`config.mk`:
```
export PLATFORM = sky130hd
export DESIGN_NAME = fpu_addsub_align
export DESIGN_NICKNAME = d
export VERILOG_FILES = /design/src/rtl/fpu_pkg.sv /design/src/rtl/fpu_align_shifter.sv /design/src/rtl/fpu_addsub_align.sv
export SDC_FILE = /design/constraint.sdc
export NUM_CORES = 1
export LEC_CHECK = 0
export CORE_AREA = 2 2 114 227
export CTS_BUF_LIST = sky130_fd_sc_hd__clkbuf_2 sky130_fd_sc_hd__clkbuf_4 sky130_fd_sc_hd__clkbuf_8
export DETAILED_ROUTE_END_ITERATION = 10
export DIE_AREA = 0 0 116 229
export GPL_TIMING_DRIVEN = 0
export PLACE_DENSITY = 0.67
export SLEW_MARGIN = 10
export SYNTH_ARGS = -nofsm -noshare
export SYNTH_HDL_FRONTEND = slang
export SYNTH_SLANG_ARGS = --single-unit
```
`constraint.sdc`:
```
create_clock -name clk -period 5.1 [get_ports clk]
set_clock_uncertainty 0.05 [all_clocks]
set_input_delay 0.765 -clock clk [delete_from_list [all_inputs] [get_ports clk]]
set_output_delay 0.765 -clock clk [all_outputs]
set_load 0.005 [all_outputs]
```
`src/rtl/fpu_pkg.sv`:
```
// Shared definitions for the single-precision add/sub front end.
package fpu_pkg;

    localparam int EXP_W = 8;
    localparam int MAN_W = 23;
    localparam int GRS_W = 3;
    localparam int BIAS  = 127;
    // hidden bit + stored fraction + guard/round/sticky
    localparam int SIG_W = MAN_W + 1 + GRS_W;

    typedef struct packed {
        logic             sign;
        logic [EXP_W-1:0] exp;
        logic [MAN_W-1:0] frac;
    } fp32_t;

    // Everything stage 2 needs once big/small have been decided.
    typedef struct packed {
        logic             sign_a;
        logic             sign_b_eff;
        logic             a_is_big;
        logic [EXP_W-1:0] exp_big;
        logic             hidden_big;
        logic [MAN_W-1:0] frac_big;
        logic             hidden_small;
        logic [MAN_W-1:0] frac_small;
        logic [EXP_W-1:0] ediff;
    } align_s1_t;

    // Zeros and subnormals share the exponent of the smallest normal.
    function automatic logic [EXP_W-1:0] eff_exp(input logic [EXP_W-1:0] e);
        return (e == '0) ? EXP_W'(1) : e;
    endfunction

endpackage

```
`src/rtl/fpu_align_shifter.sv`:
```
// Right shift that folds every bit shifted out into bit 0 (sticky).
module fpu_align_shifter #(
    parameter int W   = 27,
    parameter int SHW = 8
) (
    input  logic [W-1:0]   data_i,
    input  logic [SHW-1:0] shamt_i,
    output logic [W-1:0]   data_o
);

    localparam logic [SHW-1:0] W_SH = SHW'(W);

    logic [W-1:0] lost_mask;
    logic [W-1:0] shifted;
    logic         sticky;

    // Shift, collapse lost bits into sticky; huge shifts keep only the sticky.
    always_comb begin
        lost_mask = ~({W{1'b1}} << shamt_i);
        shifted   = data_i >> shamt_i;
        sticky    = |(data_i & lost_mask);
        if (shamt_i >= W_SH) begin
            data_o = {{(W-1){1'b0}}, |data_i};
        end else begin
            data_o = {shifted[W-1:1], shifted[0] | sticky};
        end
    end

endmodule

```
`src/rtl/fpu_addsub_align.sv`:
```
// Two-stage unpack / compare / swap / align front end of the FP32 adder.
// Optional build macro FPU_ALIGN_SPECIAL_EN adds the special[2:0] output
// {any_nan, any_inf, inf_conflict}, registered alongside the data.
// Handshake: a beat moves across a boundary when valid & ready are both high
// on a rising edge; valid never depends on ready, ready is combinational
// from downstream ready (no skid buffer), outputs hold while stalled.
module fpu_addsub_align
    import fpu_pkg::*;
(
    input  logic             clk,
    input  logic             rst_n,
    input  logic             in_valid,
    output logic             in_ready,
    input  logic [31:0]      op_a,
    input  logic [31:0]      op_b,
    input  logic             op_sub,
    output logic             out_valid,
    input  logic             out_ready,
    output logic             sign_a,
    output logic             sign_b_eff,
    output logic             a_is_big,
    output logic [EXP_W-1:0] exp_big,
    output logic [SIG_W-1:0] man_big,
    output logic [SIG_W-1:0] man_small
`ifdef FPU_ALIGN_SPECIAL_EN
    ,
    output logic [2:0]       special
`endif
);

    fp32_t            a, b;
    align_s1_t        s1_d, s1_q;
    logic             s1_valid_q, s2_valid_q;
    logic             adv1, adv2;
    logic [EXP_W-1:0] ea, eb;
    logic             a_big;
    logic [SIG_W-1:0] sig_big, sig_small, aligned_small;

    logic             sign_a_q, sign_b_eff_q, a_is_big_q;
    logic [EXP_W-1:0] exp_big_q;
    logic [SIG_W-1:0] man_big_q, man_small_q;

    assign a = op_a;
    assign b = op_b;

    assign adv2      = !s2_valid_q || out_ready;
    assign adv1      = !s1_valid_q || adv2;
    assign in_ready  = adv1;
    assign out_valid = s2_valid_q;

    // Stage 1: unpack, compare raw magnitude fields, swap into big/small.
    always_comb begin
        s1_d            = '0;
        ea              = eff_exp(a.exp);
        eb              = eff_exp(b.exp);
        a_big           = {a.exp, a.frac} >= {b.exp, b.frac};
        s1_d.sign_a     = a.sign;
        s1_d.sign_b_eff = b.sign ^ op_sub;
        s1_d.a_is_big   = a_big;
        if (a_big) begin
            s1_d.exp_big      = ea;
            s1_d.hidden_big   = |a.exp;
            s1_d.frac_big     = a.frac;
            s1_d.hidden_small = |b.exp;
            s1_d.frac_small   = b.frac;
            s1_d.ediff        = ea - eb;
        end else begin
            s1_d.exp_big      = eb;
            s1_d.hidden_big   = |b.exp;
            s1_d.frac_big     = b.frac;
            s1_d.hidden_small = |a.exp;
            s1_d.frac_small   = a.frac;
            s1_d.ediff        = eb - ea;
        end
    end

    // Stage-1 pipeline register.
    always_ff @(posedge clk or negedge rst_n) begin
        if (!rst_n) begin
            s1_valid_q <= 1'b0;
            s1_q       <= '0;
        end else if (adv1) begin
            s1_valid_q <= in_valid;
            s1_q       <= s1_d;
        end
    end

    // Stage 2: build full significands and align the smaller one.
    always_comb begin
        sig_big   = {s1_q.hidden_big, s1_q.frac_big, {GRS_W{1'b0}}};
        sig_small = {s1_q.hidden_small, s1_q.frac_small, {GRS_W{1'b0}}};
    end

    fpu_align_shifter #(
        .W   (SIG_W),
        .SHW (EXP_W)
    ) u_shifter (
        .data_i  (sig_small),
        .shamt_i (s1_q.ediff),
        .data_o  (aligned_small)
    );

    // Stage-2 (output) register.
    always_ff @(posedge clk or negedge rst_n) begin
        if (!rst_n) begin
            s2_valid_q   <= 1'b0;
            sign_a_q     <= 1'b0;
            sign_b_eff_q <= 1'b0;
            a_is_big_q   <= 1'b0;
            exp_big_q    <= '0;
            man_big_q    <= '0;
            man_small_q  <= '0;
        end else if (adv2) begin
            s2_valid_q   <= s1_valid_q;
            sign_a_q     <= s1_q.sign_a;
            sign_b_eff_q <= s1_q.sign_b_eff;
            a_is_big_q   <= s1_q.a_is_big;
            exp_big_q    <= s1_q.exp_big;
            man_big_q    <= sig_big;
            man_small_q  <= aligned_small;
        end
    end

    assign sign_a     = sign_a_q;
    assign sign_b_eff = sign_b_eff_q;
    assign a_is_big   = a_is_big_q;
    assign exp_big    = exp_big_q;
    assign man_big    = man_big_q;
    assign man_small  = man_small_q;

`ifdef FPU_ALIGN_SPECIAL_EN
    logic [2:0] special_s1_d, special_s1_q, special_q;
    logic       a_inf, b_inf, a_nan, b_nan;

    // Classify operands as NaN / Inf and flag Inf - Inf.
    always_comb begin
        a_inf        = (a.exp == '1) && (a.frac == '0);
        b_inf        = (b.exp == '1) && (b.frac == '0);
        a_nan        = (a.exp == '1) && (a.frac != '0);
        b_nan        = (b.exp == '1) && (b.frac != '0);
        special_s1_d = {a_nan || b_nan,
                        a_inf || b_inf,
                        a_inf && b_inf && (a.sign != (b.sign ^ op_sub))};
    end

    // Carry the special flags through both stages with the data.
    always_ff @(posedge clk or negedge rst_n) begin
        if (!rst_n) begin
            special_s1_q <= '0;
            special_q    <= '0;
        end else begin
            if (adv1) special_s1_q <= special_s1_d;
            if (adv2) special_q    <= special_s1_q;
        end
    end

    assign special = special_q;
`endif

endmodule

```
Yosys cells after proc, flatten, opt, wreduce, memory -nomap -nowiden
Cells that the tools add are included.
{ "totals": {"out_inout_bits": 67, "ff_bits": 131, "inputBits": 69} }
{ "classes": {"muxes": 4, "order_cmp": 2, "add_sub_neg": 2, "n_reduce_logical": 10, "shifts": 2, "n_bitwise": 4} }
{ "op_table": {"columns": ["op", "n"], "rows": [
  ["$mux W64", 1],
  ["$ge A31 B31 Y1", 1],
  ["$and A27 B27 Y27", 1],
  ["$mux W27", 1],
  ["$not A27 Y27", 1],
  ["$reduce_or A27 Y1", 1],
  ["$shl A27 B8 Y27 const A", 1],
  ["$shr A27 B8 Y27", 1],
  ["$reduce_or A24 Y1", 1],
  ["$logic_not A8 Y1", 2],
  ["$mux W8", 2],
  ["$reduce_or A8 Y1", 2],
  ["$sub A8 B8 Y8", 2],
  ["$ge A8 B5 Y1 const B", 1],
  ["$logic_not A1 Y1", 2],
  ["$logic_or A1 B1 Y1", 2],
  ["$or A1 B1 Y1", 1],
  ["$xor A1 B1 Y1", 1]
]} }

Logic depth before layout (Yosys ltp)
Gate-level depths: netlist of the first run.
{ "logic_depth": {"ltp_word": 6, "mapped_depth": 12, "depth_no_buf": 12} }

Hierarchy
From an unflattened synthesis of the first run, not the netlist that was laid out.
{ "hier_totals": {"cells_unflattened": 1066, "hier_area_um2": 8833.5} }
{ "by_module_without_submodules": {"columns": ["module", "seq_area_each_um2", "cells_each", "area_each_um2", "n_inst"], "rows": [
  ["fpu_addsub_align", 3278.1, 784, 6757.7, 1],
  ["fpu_align_shifter", 0.0, 282, 2075.7, 1]
]} }

Worst setup path after synthesis of the first run
No wires, ideal clock.
{ "synth_path": {"kind": "input port to flip-flop", "startpoint": "input op_b[21]", "endpoint": "register s1_q[5] (netlist name)", "t_arrival_ns": 2.736, "setup_slack_ns": 2.194, "n_path_buf": 0, "path_stages": 10, "required_ns": 4.930, "path_cell_list": "inv_1 > ha_1 > nand4_1 > nor4_2 > a211oi_2 > o221a_4 > nand2_2 > mux2_4 > a211o_1 > and3_1"} }
{ "synth_via": {"elab_chain_len": 2} }
{ "synth_lines": {"columns": ["item", "line_no", "text"], "rows": [
  ["start, declared", "fpu_addsub_align.sv:15", "input logic [31:0] op_b,"],
  ["$ge A31 B31 Y1", "fpu_addsub_align.sv:56", "a_big = {a.exp, a.frac} >= {b.exp, b.frac};"],
  ["$mux W64", "fpu_addsub_align.sv:60", "if (a_big) begin"],
  ["end signal, assigned", "fpu_addsub_align.sv:81", "s1_q <= '0;"],
  ["end signal, assigned", "fpu_addsub_align.sv:84", "s1_q <= s1_d;"],
  ["end, declared", "fpu_addsub_align.sv:32", "align_s1_t s1_d, s1_q;"]
]} }
Every way passes these cells.
A chain may end at the register's enable or synchronous reset.

Worst setup path in the final report of the first run
{ "layout_path": {"startpoint": "input out_ready", "endpoint": "output in_ready"} }
{ "layout_via": {"elab_chain_len": 2} }
{ "layout_lines": {"columns": ["item", "line_no", "text"], "rows": [
  ["start, declared", "fpu_addsub_align.sv:18", "input logic out_ready,"],
  ["$logic_or A1 B1 Y1", "fpu_addsub_align.sv:46", "assign adv2 = !s2_valid_q || out_ready;"],
  ["$logic_or A1 B1 Y1", "fpu_addsub_align.sv:47", "assign adv1 = !s1_valid_q || adv2;"],
  ["end, declared", "fpu_addsub_align.sv:13", "output logic in_ready,"]
]} }
Every way passes these cells.

==> summary.md, run 1 <==
| Metric | Value |
|---|---|
| Outcome | complete, no violations |
| CTS buffer count | 17 |
| Leakage | 4.55 nW |
| Largest net degree at the start of global routing | 96 |
| Core Util, Final | 0.434 |
| CTS tree | yes |
| Period utilization | 0.885 |
| Pwr per Cell Area | 329 nW/µm² |
| # IOs | 136 |
| Slew @ Worst Pin | 0.771 ns |
| Most frequent cells in the layout | nor2_1, dfrtp_1, clkdlybuf4s50_1 |
| Clk buf depth | 2 |
| #FFs+latches synth | 131 |
| # rows | 82 |
| GRT Util Overall | 0.218 |
| # clock sinks | 131 |
| Post-route minimum period | 4.51 ns |
| Fmax achieved | 222 MHz |
| Core ar. | 24800 µm² |
| Vias in the first global route | 8030 |
| CTS hold repair buffers | 0 |
| MaxCap Viol Count | 0 |
| Slew HR | 0.486 |
| Setup violations, final | 0 |
| Post-DRT Antenna Nets | 0 |
| Worst vdd ir | 0.000166 V |
| Setup_tns | 0 ns |
| GP Congestion | 0.974 |
| PortBufs | 132 |
| Crit Path Category | in2out |
| Initial antenna violation count | 1 |
| Mean post-synth cell area | 9.06 µm² |
| CP endpoint kind | primary output |
| Ys async rst share | 1.00 |
| Post-synthesis cell type count | 66 |
| Worst skew pair latency | 0.50 ns |
| CP Max Fanout | 10 |
| Ratio of cells with drive above 1 in the final layout | 0.142 |
| Post-synthesis cell count | 951 |
| Via/cell ratio | 5.31 |
| Worst EP arrival | 3.70 ns |
| EDFF count, synth | 0 |
| Pre-antenna DRT Iters | 5 |
| Area Growth Syn to Fin | 25.1% |
| Die Y | 229 µm |
| Total gr overflow | 0 |
| Die span in x | 116 µm |
| Global-route wire length before repair | 44000 µm |
| Die Area | 26600 µm² |
| Hpwl dp | 21600 µm |
| Critical Path Start Type | input pin |
| Clock transition at the registers of the reported paths | 0.08 ns |
| Final #Nets | 1221 |
| DR vias | 7728 |
| Required @ worst endpoint | 4.28 ns |
| Max-slew violation count | 0 |
| Starting density of the core | 0.347 |
| Ys Warns | 0 |
| Min-delay worst type | in2async |
| Synth Flop Type | dfrtp_1 |
| Setup Fix Bufs, Post-CTS | 0 |
| Final Hold Viols | 0 |
| Number of DRC markers in iteration 0 | 427 |
| Htree depth | 4 |
| Total wire length | 27900 µm |
| Post-synthesis cell area | 8620 µm² |
| Sequential cell area fraction in the yosys report | 0.380 |
| Commonest non-fill, non-tap cell in the layout | nor2_1 |
| Clock tree root driver cell | clkbuf_8 |
| Drt wl/cell | 19.2 µm |
| DRC | 0 |
| Fill cells | 2524 |
| Quantity of gates resized following cts | 0 |
| Unrepaired setup endpoints after global routing | no |
[per-stage QoR]
step | setup slack, ns | cells | area [µm²] | power, W | hold WS [ns]
2_1_floorplan | 2.19 | 953 | 8630 | 0.00213 | 0.419
3_3_place_gp | -1.75 | 1421 | 10400 | 0.00267 | 0.414
3_5_place_dp | 0.557 | 1422 | 10400 | 0.00269 | 0.420
4_1_cts | 0.551 | 1454 | 10800 | 0.00356 | 0.104
5_1_grt | 0.428 | 1455 | 10800 | 0.00376 | 0.118
6_report | 0.586 | 1455 | 10800 | 0.00354 | 0.110
[power breakdown]
| part | switching (W) | internal [W] | leakage [nW] | total (W) |
|---|---|---|---|---|
| combinational | 0.000778 | 0.000581 | 2.81 | 0.00136 |
| sequential | 0.000128 | 0.00120 | 1.56 | 0.00133 |
| clock | 0.000459 | 0.000400 | 0.170 | 0.000859 |
[Yosys cell counts (all sizes together), types with 3 or more instances]
cell type / n / area share
a221oi: 4 / 0.0055
nor4: 9 / 0.0073
o211ai: 3 / 0.0038
dfrtp: 131 / 0.38
o221ai: 4 / 0.0048
o21ai: 50 / 0.029
o31ai: 4 / 0.0035
a22o: 8 / 0.0081
mux4: 4 / 0.010
clkbuf: 50 / 0.022
nor2: 134 / 0.059
a22oi: 4 / 0.0035
nor3: 16 / 0.0093
a211o: 3 / 0.0030
nand3: 16 / 0.0093
ha: 45 / 0.065
a211oi: 11 / 0.011
buf: 28 / 0.020
and3: 3 / 0.0022
xnor2: 3 / 0.0030
a21oi: 139 / 0.098
or2: 6 / 0.0044
a31oi: 5 / 0.0036
nand4: 11 / 0.0087
a21o: 6 / 0.0052
or3: 3 / 0.0022
nand2: 50 / 0.022
inv: 53 / 0.023
nor2b: 6 / 0.0044
mux2: 44 / 0.058
nand2b: 7 / 0.0051
mux2i: 65 / 0.075
[layer usage]
metal / up-vias / track usage / routed length (µm)
li1: 3658 / - / -
met1: 3740 / 0.272 / 11500
met2: 277 / 0.368 / 14000
met3: 53 / 0.0410 / 1500
met4: 0 / 0.0852 / 906
met5: - / 0 / 0
[final cells by class]
cell class / instances / area, µm² / area share
clock buffers: 18 / 248 / 0.0230
diodes: 1 / 2.50 / 0.000232
flip-flops and latches: 131 / 3280 / 0.304
plain buffers: 78 / 362 / 0.0336
well taps: 336 / 420 / 0.0390
repair buffers: 133 / 1350 / 0.125
inverters: 53 / 199 / 0.0185
clock inverters: 14 / 131 / 0.0122
multi-input cells: 691 / 4790 / 0.444
[critical path: stages]
cell,delay (ns)
clkdlybuf4s50_1,0.46
nor2b_1,0.04
clkbuf_1,0.25
nand2_1,0.34
clkbuf_1,0.63
clkbuf_1,0.58
clkdlybuf4s50_1,0.64
[sequential cells by signal, summed over array words and instances, names as in the netlist]
name / flops
s1_valid_q: 1
s1_q: 67
man_small: 27
out_valid: 1
sign_a: 1
exp_big: 8
sign_b_eff: 1
a_is_big: 1
man_big: 24
[path summary, 6_finish.rpt]
path,endpoint,slack [ns],start,depth (start not counted)
min in group clk,man_small[3],0.43,man_small[3],2
worst min-delay path,s1_q[44],0.11,rst_n,1
max in group asynchronous,man_big[5],4.10,rst_n,2
worst max register to register,man_small[19],2.42,s1_q[7],8
worst min register to register,man_small[3],0.43,man_small[3],2
worst max-delay path,in_ready,0.59,out_ready,7
[cells by family after synthesis]
family	synth area share
simple gates	0.140
compound gates	0.195
flops	0.380
buf+inv	0.0650
mux	0.144
fa+ha+maj	0.0700
xor+xnor	0.00508
other cells	0.000435
Note: power is estimated with default switching activity, not from simulation.
==> inputs of run 2 (changes only) <==
Settings changed: SLEW_MARGIN 10 to 20.
==> run 2 against run 1 <==
Against the previous run: clock power up 9.0%; register-to-register slack lost 0.05 ns; maximum frequency fell by 0.48%; wire length fell by 0.15%; highest routed layer unchanged; via count is 0.47% higher.
==> summary.md, run 2 (synthesis results as in run 1) <==
| Metric | Value |
|---|---|
| Outcome | complete, no violations |
| Die span in x | 116 µm |
| Slew HR | 0.465 |
| Clock transition at the registers of the reported paths | 0.08 ns |
| PortBufs | 132 |
| Final #Nets | 1221 |
| Starting density of the core | 0.347 |
| Slowest cell on the critical path | clkbuf_1 |
| Unrepaired setup endpoints after global routing | no |
| Internal Power | 0.00229 W |
| Largest register FFs | 67 |
| Crit Path Category | in2out |
| CP Max Fanout | 10 |
| Commonest non-fill, non-tap cell in the layout | nor2_1 |
| CP endpoint kind | primary output |
| Area Growth Syn to Fin | 25.4% |
| Psw | 0.00133 W |
| Final instance area | 10800 µm² |
| Critical Path, Cell by Cell | clkdlybuf4s50_1 > nor2b_1 > clkbuf_1 > nand2_1 > clkbuf_1 > clkbuf_1 > clkdlybuf4s50_1 |
| Top reg by flops | s1_q |
| Period utilization | 0.889 |
| MaxCap Viol Count | 0 |
| Min-delay worst type | in2async |
| Pre-antenna DRT Iters | 5 |
| Cell family with most CP delay | buffers and inverters |
| # rows | 82 |
| Fill cells | 2540 |
| Clock tree root driver cell | clkbuf_8 |
| Via/cell ratio | 5.34 |
| Total wire length | 27900 µm |
| DRC | 0 |
| Ratio of cells with drive above 1 in the final layout | 0.141 |
| Placed instance count | 1422 |
| Number of DRC markers in iteration 0 | 430 |
| Placed Area | 10400 µm² |
| Most frequent cells in the layout | nor2_1, dfrtp_1, clkdlybuf4s50_1 |
| Largest net degree at the start of global routing | 104 |
| Register Area | 3280 µm² |
| Core ar. | 24800 µm² |
| Setup violations, final | 0 |
| DR vias | 7764 |
| Htree depth | 4 |
| Worst EP arrival | 3.72 ns |
| Vias in the first global route | 7963 |
| Critical path buffer and inverter count | 5 |
| Slew @ Worst Pin | 0.802 ns |
| Max stage delay on crit path | 0.65 ns |
| Total gr overflow | 0 |
| # IOs | 136 |
| Pre-CTS setup slack | 0.538 ns |
| Total power | 0.00362 W |
| Pwr per Cell Area | 335 nW/µm² |
| Final Non-Filler Cells | 1453 |
| Worst vdd ir | 0.000181 V |
| Post-route minimum period | 4.54 ns |
| GRT Util Overall | 0.216 |
| Final Hold Viols | 0 |
| Worst skew pair latency | 0.50 ns |
| Max-slew violation count | 0 |
| Leakage | 4.58 nW |
| Drt wl/cell | 19.2 µm |
| Hpwl dp | 21500 µm |
| Reg2reg start | out_valid |
| ANT cells | 0 |
| Switching Fraction | 0.366 |
| Fmax achieved | 220 MHz |
| CTS hold repair buffers | 0 |
| Area of the multi-input gates | 4790 µm² |
| Most used cell, CP | clkbuf_1 |
| # clock sinks | 131 |
| Share of total power in combinational logic | 0.374 |
| CTS tree | yes |
| Clk buf depth | 2 |
| Initial antenna violation count | 0 |
| Die Area | 26600 µm² |
| Reg power frac | 0.367 |
| Die Y | 229 µm |
| Worst Slack Setup Final | 0.564 ns |
| Clock power frac | 0.259 |
| Quantity of gates resized following cts | 0 |
| Crit. Startpoint | out_ready |
| Setup_tns | 0 ns |
| Required @ worst endpoint | 4.28 ns |
| Setup Fix Bufs, Post-CTS | 0 |
| Global-route wire length before repair | 43700 µm |
| Post-DRT Antenna Nets | 0 |
| Critical Path Start Type | input pin |
| CTS buffer count | 17 |
| GP Congestion | 0.974 |
-- run 2: changes by cell type in the layout (fill, tap and decap cells not counted), sizes merged --
| cell | previous run | this run |
|---|---|---|
| bufinv | 1 | 3 |
| clkbuf | 68 | 71 |
| clkinv | 3 | 4 |
| clkinvlp | 7 | 3 |
| diode | 1 | 0 |
| inv | 56 | 53 |
-- run 2: through the flow --
stage	hold WS [ns]	utilization
after floorplan	0.419	-
after global placement	0.414	0.418
after detailed placement	0.421	0.419
after CTS	0.0364	0.435
after global routing	0.0568	0.435
final	0.0658	0.435
-- run 2: metal layers --
layer  wire length (µm)  track usage
met1              11500        0.268
met2              14100        0.369
met3               1430       0.0392
met4                870       0.0815
met5                  0            0
-- run 2: final cells by class --
type                            count  share of cell area
Multi-Input combinational cell    691               0.443
Clock buffer                       21              0.0256
Timing Repair Buffer              133               0.125
Tap cell                          336              0.0389
Inverter                           53              0.0184
Clock inverter                     10              0.0123
Buffer                             78              0.0335
Sequential cell                   131               0.303
-- run 2: final timing paths --
| check | to | slack (ns) | cells past startpoint |
|---|---|---|---|
| min in group clk | man_small[3] | 0.43 | 2 |
| min | man_big[20] | 0.07 | 1 |
| max in group asynchronous | man_big[5] | 4.16 | 2 |
| max | in_ready | 0.56 | 7 |
| max reg2reg | s1_q[37] | 2.37 | 6 |
| min reg2reg | man_small[3] | 0.43 | 2 |
-- run 2: power by group through the flow --
stage	sequential, W	clock (W)	combinational, W
2_1_floorplan	0.00131	0	0.000818
3_3_place_gp	0.00134	0	0.00133
3_5_place_dp	0.00134	0	0.00135
4_1_cts	0.00133	0.000961	0.00135
5_1_grt	0.00135	0.000998	0.00148
6_report	0.00133	0.000936	0.00135
-- run 2: worst register-to-register path: cells and delay by family (launching register included) --
family / cells / cell delay (ns)
AOI/OAI and AO/OA: 1 / 0.16
and+or+nand+nor: 2 / 0.46
DFF: 1 / 0.37
buffers and inverters: 3 / 1.53
==> inputs of run 3 (changes only) <==
Settings changed: CTS_CLUSTER_SIZE set to 16, MAX_ROUTING_LAYER set to met4, PLACE_DENSITY 0.67 to not set.
==> run 3 against run 2 <==
Against the previous run: clock-buffer cell count unchanged; final area about the same; first-iteration DRC count fell by 20%; register-to-register slack got worse by 0.15 ns; combinational power about the same; power about the same; via count shrank 0.95%; critical path type unchanged; die area stayed put.
==> summary.md, run 3 (synthesis results as in run 1) <==
| Metric | Value |
|---|---|
| R2r endpoint | man_small[0] |
| Worst skew pair latency | 0.49 ns |
| Fill cells | 2590 |
| Clock power frac | 0.258 |
| Pre-antenna DRT Iters | 8 |
| Placed instance count | 1422 |
| GRT Util Overall | 0.226 |
| Quantity of gates resized following cts | 0 |
| Largest net degree at the start of global routing | 88 |
| Reg2reg start | s1_q[7] |
| CP Max Fanout | 10 |
| Crit Path Category | in2out |
| Die Y | 229 µm |
| # rows | 82 |
| Global-route wire length before repair | 44000 µm |
| CTS tree | yes |
| Slew HR | 0.449 |
| Post-DRT Antenna Nets | 0 |
| Setup_tns | 0 ns |
| Setup Fix Bufs, Post-CTS | 0 |
| Worst EP arrival | 3.60 ns |
| Setup violations, final | 0 |
| Clock transition at the registers of the reported paths | 0.07 ns |
| Total gr overflow | 0 |
| Switching Fraction | 0.369 |
| Max-slew violation count | 0 |
| Worst vdd ir | 0.000219 V |
| CTS hold repair buffers | 0 |
| Psw | 0.00133 W |
| Final Non-Filler Cells | 1454 |
| ANT cells | 0 |
| Number of DRC markers in iteration 0 | 344 |
| Period utilization | 0.865 |
| Initial antenna violation count | 0 |
| Area of the multi-input gates | 4790 µm² |
| Commonest non-fill, non-tap cell in the layout | nor2_1 |
| Slew @ Worst Pin | 0.827 ns |
| Reg power frac | 0.367 |
| Final Hold Viols | 0 |
| Required @ worst endpoint | 4.28 ns |
| # clock sinks | 131 |
| DRC | 0 |
| PortBufs | 132 |
| Vias in the first global route | 7939 |
| CTS buffer count | 17 |
| Critical Path Start Type | input pin |
| Min-delay worst type | in2async |
| Final #Nets | 1221 |
| DR vias | 7690 |
| Die Area | 26600 µm² |
| Die span in x | 116 µm |
| Core ar. | 24800 µm² |
| Drt wl/cell | 19.5 µm |
| Share of total power in combinational logic | 0.375 |
| Fmax achieved | 227 MHz |
| Total power | 0.00362 W |
| Outcome | complete, no violations |
| Via/cell ratio | 5.29 |
| Largest register FFs | 67 |
| R2R Setup Slk | 2.22 ns |
| Htree depth | 4 |
| Clock tree root driver cell | clkbuf_8 |
| Hpwl dp | 22200 µm |
| CP endpoint kind | primary output |
| Top reg by flops | s1_q |
| # IOs | 136 |
| Starting density of the core | 0.347 |
| MaxCap Viol Count | 0 |
| Worst Setup EP | in_ready |
| Leakage | 4.59 nW |
| GP Congestion | 0.978 |
| Post-route minimum period | 4.41 ns |
| Most frequent cells in the layout | nor2_1, dfrtp_1, clkdlybuf4s50_1 |
| Clk buf depth | 2 |
| Register Area | 3280 µm² |
| Unrepaired setup endpoints after global routing | no |
| Area Growth Syn to Fin | 25.4% |
| Internal Power | 0.00229 W |
| Path depth of the worst reg2reg path | 8 |
| Crit. Startpoint | out_ready |
| Pwr per Cell Area | 335 nW/µm² |
| Ratio of cells with drive above 1 in the final layout | 0.142 |
| Total wire length | 28300 µm |
-- run 3: power by group through the flow --
stage	registers [W]	logic [W]	clock network (W)
after floorplan	0.00131	0.000818	0
after global placement	0.00134	0.00134	0
after detailed placement	0.00135	0.00135	0
after CTS	0.00133	0.00136	0.000962
after global routing	0.00135	0.00148	0.00100
final	0.00133	0.00136	0.000935
-- run 3: per-stage QoR --
| stage | util | area (µm²) | worst slack [ns] | hold slack [ns] |
|---|---|---|---|---|
| finish | 0.435 | 10800 | 0.687 | 0.0915 |
| global route | 0.435 | 10800 | 0.564 | 0.0997 |
| CTS | 0.435 | 10800 | 0.630 | 0.0661 |
| detailed placement | 0.419 | 10400 | 0.631 | 0.423 |
| global placement | 0.418 | 10400 | -1.93 | 0.418 |
| floorplan | - | 8630 | 2.19 | 0.419 |
-- run 3: cell type report --
class | instances | area share
multi-input cells | 691 | 0.443
inverters | 53 | 0.0184
repair buffers | 133 | 0.125
clock inverters | 11 | 0.0125
plain buffers | 78 | 0.0335
well taps | 336 | 0.0389
clock buffers | 21 | 0.0250
flip-flops and latches | 131 | 0.303
-- run 3: how the worst min path moves through the flow --
stage,startpoint,endpoint,cells past startpoint
final,rst_n,s1_q[44],1
after global routing,rst_n,s1_q[44],1
after CTS,rst_n,man_big[18],1
after detailed placement,man_small[3],man_small[3],2
after global placement,man_small[11],man_small[11],2
after floorplan,rst_n,a_is_big,0
-- run 3: metal layers --
metal | vias up | share of wire | track usage
met2 | 232 | 0.52 | 0.386
met4 | 0 | 0.041 | 0.0967
met1 | 3755 | 0.40 | 0.257
met5 | - | 0 | -
li1 | 3645 | - | -
met3 | 58 | 0.040 | 0.0389
-- run 3: worst max-delay path, cell delays in order --
cell	delay, ns
clkdlybuf4s50_1	0.46
nor2b_1	0.04
clkbuf_1	0.22
nand2_1	0.33
clkbuf_1	0.55
clkbuf_1	0.58
clkdlybuf4s50_1	0.64
